===== config.mk =====
export PLATFORM = sky130hd
export DESIGN_NAME = sipo_word_feeder_flat
export DESIGN_NICKNAME = d
export VERILOG_FILES = /design/src/rtl/sipo_word_feeder_if.sv /design/src/rtl/sipo_word_feeder.sv /design/src/flat_wrapper.sv
export SDC_FILE = /design/constraint.sdc
export NUM_CORES = 1
export LEC_CHECK = 0
export ABC_AREA = 1
export ABC_CLOCK_PERIOD_IN_PS = 2900
export CORE_MARGIN = 1.5
export CORE_UTILIZATION = 57
export DETAILED_ROUTE_END_ITERATION = 16
export PLACE_DENSITY = 0.89
export SLEW_MARGIN = 0
export SYNTH_ARGS = -nofsm -noshare
export SYNTH_HDL_FRONTEND = slang
export SYNTH_SLANG_ARGS = --single-unit

===== constraint.sdc =====
create_clock -name clk -period 2.9 [get_ports clk]
set_clock_uncertainty 0.2 [all_clocks]
set_input_delay 0.29 -clock clk [delete_from_list [all_inputs] [get_ports clk]]
set_output_delay 0.29 -clock clk [all_outputs]
set_load 0.01 [all_outputs]

===== src/rtl/sipo_word_feeder_if.sv =====
// Word-feeder bus: producer side pushes words and holds the stream;
// feeder side returns the serial bit stream and FIFO status.
interface sipo_word_feeder_if #(
    parameter int WIDTH      = 8,
    parameter int FIFO_DEPTH = 4
);
    localparam int CW = $clog2(FIFO_DEPTH + 1);

    logic [WIDTH-1:0] in_data;
    logic             in_valid;
    logic             in_ready;
    logic             hold;
    logic             serial_out;
    logic             shift_out;
    logic             word_done;
    logic             busy;
    logic [CW-1:0]    fifo_count;

    modport master (
        output in_data, in_valid, hold,
        input  in_ready, serial_out, shift_out, word_done, busy, fifo_count
    );

    modport slave (
        input  in_data, in_valid, hold,
        output in_ready, serial_out, shift_out, word_done, busy, fifo_count
    );
endinterface


===== src/rtl/sipo_word_feeder.sv =====
// Buffers parallel words in a small FIFO and serializes them MSB-first
// as a bit/strobe pair for a downstream serial-in/parallel-out register.
module sipo_word_feeder #(
    parameter int WIDTH      = 8,
    parameter int FIFO_DEPTH = 4,
    parameter int GAP_CYCLES = 0
) (
    input  logic              clk,
    input  logic              reset,
    sipo_word_feeder_if.slave bus
);
    localparam int  CW     = $clog2(FIFO_DEPTH + 1);
    localparam int  PW     = $clog2(FIFO_DEPTH);
    localparam int  BW     = (WIDTH > 1) ? $clog2(WIDTH) : 1;
    localparam int  GW     = (GAP_CYCLES > 1) ? $clog2(GAP_CYCLES) : 1;
    localparam bit  NO_GAP = (GAP_CYCLES == 0);

    typedef enum logic [1:0] {
        ST_IDLE  = 2'd0,
        ST_SHIFT = 2'd1,
        ST_GAP   = 2'd2
    } state_e;

    logic [WIDTH-1:0] mem_q [FIFO_DEPTH];
    logic [PW-1:0]    wr_ptr_q;
    logic [PW-1:0]    rd_ptr_q;
    logic [CW-1:0]    count_q;
    state_e           state_q;
    logic [WIDTH-1:0] shreg_q;
    logic [BW-1:0]    bitcnt_q;
    logic [GW-1:0]    gapcnt_q;

    logic             in_ready_s;
    logic             push_s;
    logic             pop_s;
    logic             have_s;
    logic             last_bit_s;
    logic             gap_end_s;
    logic [WIDTH-1:0] head_s;

    // Handshake and pop decisions; all use the registered occupancy, so a
    // word pushed this cycle is never popped before the next edge.
    always_comb begin
        in_ready_s = (count_q < CW'(FIFO_DEPTH)) && !reset;
        push_s     = bus.in_valid && in_ready_s;
        have_s     = (count_q != {CW{1'b0}});
        head_s     = mem_q[rd_ptr_q];
        last_bit_s = (state_q == ST_SHIFT) && (bitcnt_q == BW'(WIDTH - 1)) && !bus.hold;
        gap_end_s  = (state_q == ST_GAP) && (gapcnt_q == GW'(GAP_CYCLES - 1));
        pop_s      = 1'b0;
        case (state_q)
            ST_IDLE:  pop_s = have_s && !bus.hold;
            ST_SHIFT: pop_s = last_bit_s && NO_GAP && have_s;
            ST_GAP:   pop_s = gap_end_s && have_s && !bus.hold;
            default:  pop_s = 1'b0;
        endcase
    end

    // FIFO storage; contents need no reset because occupancy gates reads.
    always_ff @(posedge clk) begin
        if (push_s) begin
            mem_q[wr_ptr_q] <= bus.in_data;
        end
    end

    // FIFO pointers/occupancy plus the serializer state machine.
    always_ff @(posedge clk) begin
        if (reset) begin
            wr_ptr_q <= '0;
            rd_ptr_q <= '0;
            count_q  <= '0;
            state_q  <= ST_IDLE;
            shreg_q  <= '0;
            bitcnt_q <= '0;
            gapcnt_q <= '0;
        end else begin
            if (push_s) begin
                wr_ptr_q <= wr_ptr_q + PW'(1);
            end
            if (pop_s) begin
                rd_ptr_q <= rd_ptr_q + PW'(1);
            end
            case ({push_s, pop_s})
                2'b10:   count_q <= count_q + CW'(1);
                2'b01:   count_q <= count_q - CW'(1);
                default: count_q <= count_q;
            endcase

            case (state_q)
                ST_IDLE: begin
                    if (pop_s) begin
                        shreg_q  <= head_s;
                        bitcnt_q <= '0;
                        state_q  <= ST_SHIFT;
                    end
                end
                ST_SHIFT: begin
                    if (!bus.hold) begin
                        if (last_bit_s && pop_s) begin
                            // Zero-bubble reload of the next word.
                            shreg_q  <= head_s;
                            bitcnt_q <= '0;
                        end else begin
                            shreg_q  <= {shreg_q[WIDTH-2:0], 1'b0};
                            bitcnt_q <= bitcnt_q + BW'(1);
                        end
                        if (last_bit_s && !NO_GAP) begin
                            gapcnt_q <= '0;
                            state_q  <= ST_GAP;
                        end else if (last_bit_s && !pop_s) begin
                            bitcnt_q <= '0;
                            state_q  <= ST_IDLE;
                        end
                    end
                end
                ST_GAP: begin
                    gapcnt_q <= gapcnt_q + GW'(1);
                    if (gap_end_s) begin
                        if (pop_s) begin
                            shreg_q  <= head_s;
                            bitcnt_q <= '0;
                            state_q  <= ST_SHIFT;
                        end else begin
                            state_q  <= ST_IDLE;
                        end
                    end
                end
                default: state_q <= ST_IDLE;
            endcase
        end
    end

    assign bus.in_ready   = in_ready_s;
    assign bus.shift_out  = (state_q == ST_SHIFT) && !bus.hold;
    assign bus.serial_out = shreg_q[WIDTH-1];
    assign bus.word_done  = last_bit_s;
    assign bus.busy       = (state_q != ST_IDLE) || have_s;
    assign bus.fifo_count = count_q;
endmodule


===== src/flat_wrapper.sv =====
// flat-port wrapper written by rule: the top's interface ports become plain ports
module sipo_word_feeder_flat 
#(
    parameter int WIDTH      = 8,
    parameter int FIFO_DEPTH = 4,
    parameter int GAP_CYCLES = 0
)
  (clk, reset, bus_in_data, bus_in_valid, bus_hold, bus_in_ready, bus_serial_out, bus_shift_out, bus_word_done, bus_busy, bus_fifo_count);
  sipo_word_feeder_if #(.WIDTH(WIDTH), .FIFO_DEPTH(FIFO_DEPTH)) bus_i ();
  input  logic clk;
  input  logic reset;
  input wire logic [$bits(bus_i.in_data)-1:0] bus_in_data;
  input wire logic [$bits(bus_i.in_valid)-1:0] bus_in_valid;
  input wire logic [$bits(bus_i.hold)-1:0] bus_hold;
  output wire logic [$bits(bus_i.in_ready)-1:0] bus_in_ready;
  output wire logic [$bits(bus_i.serial_out)-1:0] bus_serial_out;
  output wire logic [$bits(bus_i.shift_out)-1:0] bus_shift_out;
  output wire logic [$bits(bus_i.word_done)-1:0] bus_word_done;
  output wire logic [$bits(bus_i.busy)-1:0] bus_busy;
  output wire logic [$bits(bus_i.fifo_count)-1:0] bus_fifo_count;
  assign bus_i.in_data = bus_in_data;
  assign bus_i.in_valid = bus_in_valid;
  assign bus_i.hold = bus_hold;
  assign bus_in_ready = bus_i.in_ready;
  assign bus_serial_out = bus_i.serial_out;
  assign bus_shift_out = bus_i.shift_out;
  assign bus_word_done = bus_i.word_done;
  assign bus_busy = bus_i.busy;
  assign bus_fifo_count = bus_i.fifo_count;
  sipo_word_feeder #(.WIDTH(WIDTH), .FIFO_DEPTH(FIFO_DEPTH), .GAP_CYCLES(GAP_CYCLES)) u_core (.clk(clk), .reset(reset), .bus(bus_i));
endmodule

==> metrics.csv, run 1 <==
metric,value,unit
outcome,completed,
ys_types,28,
grt_pass1_wl,6.18,mm
via_per_inst,5.04,
path_class,flip-flop to flip-flop,
wl_per_cell,12.2,um
post-route-period-util,85.8,%
postLayoutCoreUtil,66.2,%
final.setup.tns,0,ns
wirelength,3.82,mm
cts_resized,0,
reg2reg_depth,12,
syn_to_final_growth,12.4,%
path_delay_family,adder cells,
grt.total_usage,18.8,%
crit_path_end_kind,flip-flop,
whs_endpoint,u_core.bitcnt_q[1],
place_hpwl,2.72,mm
hp-class,flip-flop to flip-flop,
final-seq-area,1380,um^2
hold_slack,0.295,ns
async_reset_ff_share,0,%
h-tree-depth,2,
start_util,59.0,%
fin_cells,313,
hold_path_depth,2,
synth_ff_type,edfxtp_1,
power_density,802,nW/um^2
slowest_stage,fa_1,
core_area,4000,um^2
synth-seq-cells,53,
slowest_delay,0.39,ns
setup_ws,0.411,ns
gp_congestion,0.733,
grt_max_degree,19,
synth-edff-count,32,
cts_root_buffer,clkbuf_8,
worst-path-stages,12,
clock_latency,0.30,ns
layout_min_cycle_time,2.49,ns
dp_cells,305,
min-delay-start,u_core.bitcnt_q[1],
clock_sinks,53,
yosys.area.top_type,edfxtp_1,
path_clk_slew,0.09,ns
die_area,4530,um^2
numCtsBuffers,5,
cp-start-kind,flip-flop,
cp.arrival,2.53,ns
io_pins,20,
finalHoldViolCount,0,
drive_above_1_share,10.6,%
final_nets,282,
drcViolationCount,0,
cap_viol_max_count,0,
slew_violations,0,
port_buffers,19,
synth_seq_area_share,58.6,%
cts_hold_buf,0,
die_x,67.3,um
r2r-start,u_core.bitcnt_q[0],
ys.warnings.count,0,
cts_tree,done,
fill_cells,311,
critPathBufInv,1,
netlist.area_leader.share,40.7,%
synth_area_leaders,"edfxtp_1 (41%), dfxtp_1 (18%), nand2_1 (7.8%)",
first_pass_iters,4,
syn-cell-area,2360,um^2
cts_setup_buffers,0,
die_h,67.3,um
synthesis.nets,259,
required,2.94,ns
p_leak,1.04,nW
rows,23,
path_cells,ha_1 > ha_1 > nor2_1 > nor2_1 > nand2_2 > inv_2 > ha_1 > fa_1 > a21oi_1 > o21ai_0 > xor2_1 > nor2_1,
multi_input_area,812,um^2
path_max_fanout,6,
rrSetupSlack,0.41,ns
ir_drop,0.000454,V
syn_avg_cell_area,9.87,um^2
via_count,1577,
max-slew-margin-rel,62.1,%
clock_path_buffers,2,
detail-route-antenna-nets,0,
dp_slack,0.363,ns
worst_pin_slew,0.567,ns
antenna_found_initial,0,
insertedDiodeCount,0,
r2r-end,u_core.bus.fifo_count[2],
finalSetupViolCount,0,
rsz0062_at_grt,false,
grt_pass1_vias,1390,
postSynthCellCount,239,
overflow,0,
drt_iter0_drc,68,
fmax,402,MHz
[power by group]
group	switching, W	total (W)	internal, W
combinational	0.000402	0.000702	0.000300
sequential	0.000117	0.00103	0.000916
clock	0.000222	0.000389	0.000167
[per-stage QoR]
stage / area, um^2 / power (W)
2_1_floorplan: 2360 / 0.00161
3_3_place_gp: 2570 / 0.00173
3_5_place_dp: 2570 / 0.00175
4_1_cts: 2650 / 0.00214
5_1_grt: 2650 / 0.00228
6_report: 2650 / 0.00212
[routing by layer]
layer	vias up	wire (um)	global-route usage, %
met1	712	1770	23.9
met3	6	140	5.50
met4	0	62	7.14
li1	831	-	-
met5	-	0	0
met2	28	1850	30.6
[sequential cells by signal (all words and copies together), names as in the netlist, named ones only]
register	count
u_core.bus.fifo_count	3
u_core.rd_ptr_q	2
u_core.state_q	1
u_core.wr_ptr_q	2
u_core.bitcnt_q	3
u_core.shreg_q	8
u_core.mem_q	32
[cell families after synthesis]
family / after synthesis / share of synthesized area [%]
xor gates and xnor gates: 3 / 1.11
AOI/OAI and AO/OA: 27 / 6.63
DFF: 53 / 58.6
and+or+nand+nor: 120 / 22.1
buffers and inverters: 28 / 7.00
adders and majority gates: 8 / 4.56
[worst max-delay path by stage]
stage	startpoint	to	slack, ns
after floorplan	u_core.bitcnt_q[0]	u_core.bus.fifo_count[2]	0.60
after global placement	reset	u_core.bus.fifo_count[2]	0.44
after detailed placement	reset	u_core.bus.fifo_count[2]	0.36
after CTS	u_core.bitcnt_q[0]	u_core.bus.fifo_count[2]	0.43
after global routing	u_core.bitcnt_q[0]	u_core.bus.fifo_count[2]	0.26
final	u_core.bitcnt_q[0]	u_core.bus.fifo_count[2]	0.41
[placed cells by master (no fill, tap or decap), drive strengths merged]
cell type | synthesis | routed
xor2 | 3 | 3
ha | 7 | 7
inv | 21 | 21
nor2 | 41 | 41
a21oi | 10 | 10
clkinvlp | 0 | 1
nand2 | 56 | 56
fa | 1 | 1
o211ai | 2 | 2
nand3 | 22 | 22
clkbuf | 1 | 6
clkinv | 0 | 1
dfxtp | 21 | 21
nor3 | 1 | 1
clkdlybuf4s50 | 0 | 19
buf | 6 | 4
o21ai | 15 | 15
edfxtp | 32 | 32
[area by class of cell]
cell class                      instances  share of cell area [%]
Timing Repair Buffer                   23                    8.31
Tap cell                               50                    2.36
Inverter                               21                    3.45
Sequential cell                        53                    52.1
Clock buffer                            6                    2.74
Clock inverter                          2                   0.378
Multi-Input combinational cell        158                    30.6
[worst register-to-register path, delay by kind of cell, from the launching register on]
| kind | cells | cell delay (ns) |
|---|---|---|
| buf+inv | 1 | 0.06 |
| xor+xnor | 1 | 0.15 |
| fa+ha+maj | 4 | 1.04 |
| flops | 1 | 0.35 |
| simple gates | 4 | 0.39 |
| compound gates | 2 | 0.25 |
[synth_stat cells, types with 3 or more instances]
cell      count
a21oi_1       9
buf_6         3
dfxtp_1      21
edfxtp_1     32
ha_1          7
inv_1        15
inv_2         4
nand2_1      49
nand2_2       6
nand3_1      21
nor2_1       40
o21ai_0       7
o21ai_1       8
xor2_1        3
(Power assumes the default switching activity.)
==> run 2: changes to the inputs <==
--- a/config.mk
+++ b/config.mk
@@ -15,3 +15,4 @@
 export SYNTH_ARGS = -nofsm -noshare
 export SYNTH_HDL_FRONTEND = slang
 export SYNTH_SLANG_ARGS = --single-unit
+export TNS_END_PERCENT = 30
==> results of run 2 <==
Same layout as run 1: the final DEF is identical, and so are final timing and power.
==> run 3: changes to the inputs <==
--- a/config.mk
+++ b/config.mk
@@ -6,7 +6,6 @@
 export NUM_CORES = 1
 export LEC_CHECK = 0
 export ABC_AREA = 1
-export ABC_CLOCK_PERIOD_IN_PS = 2900
 export CORE_MARGIN = 1.5
 export CORE_UTILIZATION = 57
 export DETAILED_ROUTE_END_ITERATION = 16
==> results of run 3 <==
Same layout as run 1: the final DEF is identical, and so are final timing and power.
